[src/rtl/serial_frame_deserializer.sv]
// Serial frame deserializer: hunts for SYNC_WORD, then collects WIDTH data bits MSB-first into a valid/ready holding register.
// Optional even-parity bit after the data when SERIAL_FRAME_PARITY_CHECK_EN is defined.
module serial_frame_deserializer #(
    parameter int                  WIDTH     = 8,
    parameter int                  SYNC_LEN  = 8,
    parameter logic [SYNC_LEN-1:0] SYNC_WORD = 8'hA5
) (
    input  logic             clock,
    input  logic             reset,
    input  logic             din,
    output logic [WIDTH-1:0] dout,
    output logic             dout_valid,
    input  logic             dout_ready,
    output logic             parity_err,
    output logic             overflow,
    output logic [15:0]      frame_cnt
);

    localparam int CW = (WIDTH > 1) ? $clog2(WIDTH) : 1;

    typedef enum logic [1:0] {HUNT, DATA, PARITY} state_t;

    state_t              state, next_state;
    logic [SYNC_LEN-2:0] hunt_sr;
    logic [SYNC_LEN-1:0] hunt_full;
    logic [WIDTH-1:0]    data_sr;
    logic [WIDTH-1:0]    word;
    logic [CW-1:0]       bit_cnt;
    logic                sync_hit;
    logic                last_bit;
    logic                complete;

    assign hunt_full = {hunt_sr, din};
    assign sync_hit  = (hunt_full == SYNC_WORD);
    assign last_bit  = (state == DATA) && (bit_cnt == CW'(WIDTH - 1));

`ifdef SERIAL_FRAME_PARITY_CHECK_EN
    assign complete = (state == PARITY);
    assign word     = data_sr;
`else
    assign complete = last_bit;
    assign word     = {data_sr[WIDTH-2:0], din};
`endif

    always_ff @(posedge clock or posedge reset) begin
        if (reset) state <= HUNT;
        else       state <= next_state;
    end

    always_comb begin
        next_state = state;
        case (state)
            HUNT:   if (sync_hit) next_state = DATA;
`ifdef SERIAL_FRAME_PARITY_CHECK_EN
            DATA:   if (last_bit) next_state = PARITY;
`else
            DATA:   if (last_bit) next_state = HUNT;
`endif
            PARITY: next_state = HUNT;
            default: next_state = HUNT;
        endcase
    end

    // Serial datapath: hunt shifter, data shifter and bit counter
    always_ff @(posedge clock or posedge reset) begin
        if (reset) begin
            hunt_sr <= '0;
            data_sr <= '0;
            bit_cnt <= '0;
        end else begin
            case (state)
                HUNT: begin
                    hunt_sr <= hunt_full[SYNC_LEN-2:0];
                    bit_cnt <= '0;
                end
                DATA: begin
                    data_sr <= {data_sr[WIDTH-2:0], din};
                    bit_cnt <= last_bit ? '0 : bit_cnt + 1'b1;
                end
                default: ;
            endcase
            // Clearing on exit keeps a sync pattern from overlapping the data just received
            if (complete) hunt_sr <= '0;
        end
    end

    // Holding register: a completed word loads only if the slot is empty or being drained this cycle
    always_ff @(posedge clock or posedge reset) begin
        if (reset) begin
            dout       <= '0;
            dout_valid <= 1'b0;
            overflow   <= 1'b0;
            frame_cnt  <= '0;
`ifdef SERIAL_FRAME_PARITY_CHECK_EN
            parity_err <= 1'b0;
`endif
        end else if (complete) begin
            if (!dout_valid || dout_ready) begin
                dout       <= word;
                dout_valid <= 1'b1;
                frame_cnt  <= frame_cnt + 16'd1;
`ifdef SERIAL_FRAME_PARITY_CHECK_EN
                parity_err <= ^{data_sr, din};
`endif
            end else begin
                overflow <= 1'b1;
            end
        end else if (dout_valid && dout_ready) begin
            dout_valid <= 1'b0;
        end
    end

`ifndef SERIAL_FRAME_PARITY_CHECK_EN
    assign parity_err = 1'b0;
`endif

endmodule

[config.mk]
export PLATFORM = sky130hd
export DESIGN_NAME = serial_frame_deserializer
export DESIGN_NICKNAME = d
export VERILOG_FILES = /design/src/rtl/serial_frame_deserializer.sv
export SDC_FILE = /design/constraint.sdc
export NUM_CORES = 1
export LEC_CHECK = 0
export CAP_MARGIN = 20
export CORE_MARGIN = 4
export CORE_UTILIZATION = 34
export CTS_BUF_LIST = sky130_fd_sc_hd__clkbuf_4 sky130_fd_sc_hd__clkbuf_8 sky130_fd_sc_hd__clkbuf_16
export DETAILED_ROUTE_END_ITERATION = 8
export PLACE_DENSITY = 0.55
export RECOVER_POWER = 25
export SLEW_MARGIN = 20
export SYNTH_ARGS = -nofsm -noshare
export SYNTH_HDL_FRONTEND = slang
export SYNTH_SLANG_ARGS = --single-unit
[constraint.sdc]
create_clock -name clock -period 1.8 [get_ports clock]
set_clock_uncertainty 0.2 [all_clocks]
set_input_delay 0.36 -clock clock [delete_from_list [all_inputs] [get_ports clock]]
set_output_delay 0.36 -clock clock [all_outputs]
set_load 0.03 [all_outputs]
==> impl_metrics.yaml <==
yosys:
  synth_top_flop_cell: "sky130_fd_sc_hd__dfrtp_1"
  synth-seq-area-share_pct: 60.9
  synth_largest_type_area_fraction_pct: 60.9
  post_synth_main_area_contributors: "sky130_fd_sc_hd__dfrtp_1 (61%), sky130_fd_sc_hd__mux2_2 (10%), sky130_fd_sc_hd__xnor2_1 (4.8%), sky130_fd_sc_hd__nand2_1 (2.5%), sky130_fd_sc_hd__o22ai_1 (2.4%)"
  synthDominantAreaCellType: "sky130_fd_sc_hd__dfrtp_1"
  postSynthRegisterBits: 44
  synthArstFlopShare_pct: 100
  synthesis.nets: 147
  synth.cell_area_mm2: 0.00181
  synthTopCellsByCount: "sky130_fd_sc_hd__dfrtp_1 (44), sky130_fd_sc_hd__mux2_2 (16), sky130_fd_sc_hd__nand2_1 (12)"
  avgSynthCellArea_um2: 12.9
  synth_edf_count: 0
  synth.distinct_cells: 25
  synth_most_common_cell: "sky130_fd_sc_hd__dfrtp_1"
  yosysWarningCount: 0
  synthCells: 140
worst_setup_path:
  crit_path_end_kind: "register"
  timing.setup.critical_path_class: "reg -> reg"
  worst_ep_arrival_time_ps: 1740
  cp_data_required_time_ps: 1780
  critical_path_peak_fanout: 5
  cp-start-kind: "register"
cells_and_area:
  syn2layout_area_growth_pct: 30.5
  fillerInstances: 519
  final_cell_area_excluding_filler_cells_mm2: 0.00236
  net_count_of_the_finished_layout: 194
  final_util_pct: 45.9
  antenna_cells_inserted: 0
  post_route_cells_drive_above_1_share_pct: 25.5
  multi_input_area_um2: 672
  sequential_cell_area_mm2: 0.00110
power:
  seqPwrFrac_pct: 54.7
  power_density_mw_per_mm2: 1010
  power.share.switching_pct: 27.8
  power.internal_mw: 1.72
  share_clk_of_total_power_pct: 26.3
  final_total_power_mw: 2.38
  p_sw_mw: 0.661
  static-leakage-power_nw: 1.11
  comb_power_share_pct: 18.9
  power.ir.vdd_worst_uv: 567
placement:
  dpl.hpwl_um: 2220
  postPlaceCellArea_mm2: 0.00223
  gp_congestion: 0.770
  place_worst_setup_slack_ps: -356
  buffer_ports.inserted: 29
clocking:
  clk_pin_slew_ps: 80
  cts_inserted_buffers: 5
  tritoncts: "done"
  max-clock-path-buffers: 2
  root_buffer: "sky130_fd_sc_hd__clkbuf_8"
  clock-sinks: 44
  hold_buffers: 0
  clock_latency_ps: 290
  number_of_h_tree_branching_levels: 2
global_routing:
  antenna_violations_before_repair: 0
  grt_util_all_layers_pct: 11.1
  first_global_vias: 1219
  grt_pass1_wl_um: 5510
  grt_start_max_net_pins: 45
  grt_remaining_overflow: 0
floorplan:
  die_y_um: 80.9
  io_pins: 31
  number_of_cell_rows: 26
  floorplan.initialDensity_pct: 35.2
  coreArea_mm2: 0.00514
  chipWidth_um: 80.9
  die_area_mm2: 0.00654
detailed_routing:
  drt-initial-drc-count: 63
  ant_nets: 0
  post-route-drc-count: 0
  postRouteWirelength_um: 3270
  drt_pre_antenna_iters: 4
  detailroute.via_count: 1179
  wl_per_cell_um: 12.7
  detail_route.vias_per_cell: 4.57
sta:
  period_needed_ps: 1760
  finalMaxSlewViolations: 0
  timing.max_slew.rel_slack_pct: 36.8
  setup_viol_count_final: 0
  grt_setup_unrepaired: "true"
  finalHoldViolations: 0
  worstMarginPinSlew_ps: 948
  fmax_mhz: 568
  setup_slack_ps: 40.3
  fin_crit_sh_pct: 97.8
  setup_tns_after_final_layout_ps: 0
worst_hold_path:
  hp-class: "in -> reg"
run_status:
  outcome: "finished clean"
job:
  drv.max_cap_violation_count: 0
-- through the flow --
stage	instances	hold slack, ps
after floorplan	140	210
after global placement	242	221
after detailed placement	242	240
after CTS	254	230
after global routing	258	205
final	258	181
-- power by group through the flow --
stage / Combinational, mW / Sequential, mW / Clock (mW)
6_report: 0.449 / 1.30 / 0.626
5_1_grt: 0.513 / 1.33 / 0.716
4_1_cts: 0.451 / 1.30 / 0.660
3_5_place_dp: 0.438 / 1.32 / 0
3_3_place_gp: 0.422 / 1.31 / 0
2_1_floorplan: 0.323 / 1.31 / 0
-- state kept, by name, indices dropped and copies added, names as in the netlist --
name / cells
bit_cnt: 3
data_sr: 7
dout: 8
dout_valid: 1
frame_cnt: 16
hunt_sr: 7
overflow: 1
state: 1
-- routing by layer --
metal	routed length [um]	GRT usage [%]
met3	211	4.32
met4	35	3.55
met2	1580	18.3
met5	0	0
met1	1450	13.3
-- cells in the final DEF (no fill, tap or decap), types with 3 or more instances in the layout --
cell,synthesis,routed
sky130_fd_sc_hd__and3_1,3,3
sky130_fd_sc_hd__nand4_1,5,5
sky130_fd_sc_hd__dlygate4sd2_1,0,26
sky130_fd_sc_hd__buf_4,2,14
sky130_fd_sc_hd__inv_1,9,9
sky130_fd_sc_hd__o22ai_1,7,7
sky130_fd_sc_hd__xnor2_1,10,10
sky130_fd_sc_hd__nand3_1,5,5
sky130_fd_sc_hd__dfrtp_1,44,43
sky130_fd_sc_hd__clkbuf_8,0,6
sky130_fd_sc_hd__xor2_1,5,5
sky130_fd_sc_hd__nand2_1,12,12
sky130_fd_sc_hd__mux2_2,16,16
-- cell type report --
class / count / area share (%)
clock buffers: 6 / 3.50
flip-flops and latches: 44 / 46.7
multi-input cells: 83 / 28.5
repair buffers: 44 / 15.7
inverters: 9 / 1.43
well taps: 70 / 3.71
clock inverters: 2 / 0.424
-- logic make-up after synthesis --
group | after synthesis | synth area share [%]
other | 1 | 0.208
AND/OR/NAND/NOR | 39 | 13.2
buffers and inverters | 13 | 3.12
adder cells (fa/ha/maj) | 3 | 2.08
XOR/XNOR | 15 | 7.27
multiplexers | 16 | 9.97
flip-flops | 44 | 60.9
AO/OA/AOI/OAI | 9 | 3.26
-- critical path, stage by stage, from the launching register on --
cell	delay, ps
sky130_fd_sc_hd__dfrtp_1	360
sky130_fd_sc_hd__ha_2	200
sky130_fd_sc_hd__ha_4	150
sky130_fd_sc_hd__nand2_4	80
sky130_fd_sc_hd__nor4_4	360
sky130_fd_sc_hd__nand4_1	160
sky130_fd_sc_hd__xnor2_1	150
-- path summary, 6_finish.rpt --
path	startpoint	to	slack, ps	cells past startpoint
min reg2reg	frame_cnt[15]	frame_cnt[15]	260	1
min	dout_ready	dout_valid	180	3
max reg2reg	bit_cnt[0]	frame_cnt[14]	40	6
max	bit_cnt[0]	frame_cnt[14]	40	6
max in group asynchronous	reset	frame_cnt[3]	290	3
min in group asynchronous	reset	data_sr[6]	470	3
-- timing repair --
action                     in CTS  in global routing
buffers inserted                4                  4
pin swaps                       4                  4
setup endpoints to repair      30                 19
resized for setup              30                  3
Power figures use the tool's default switching activity.
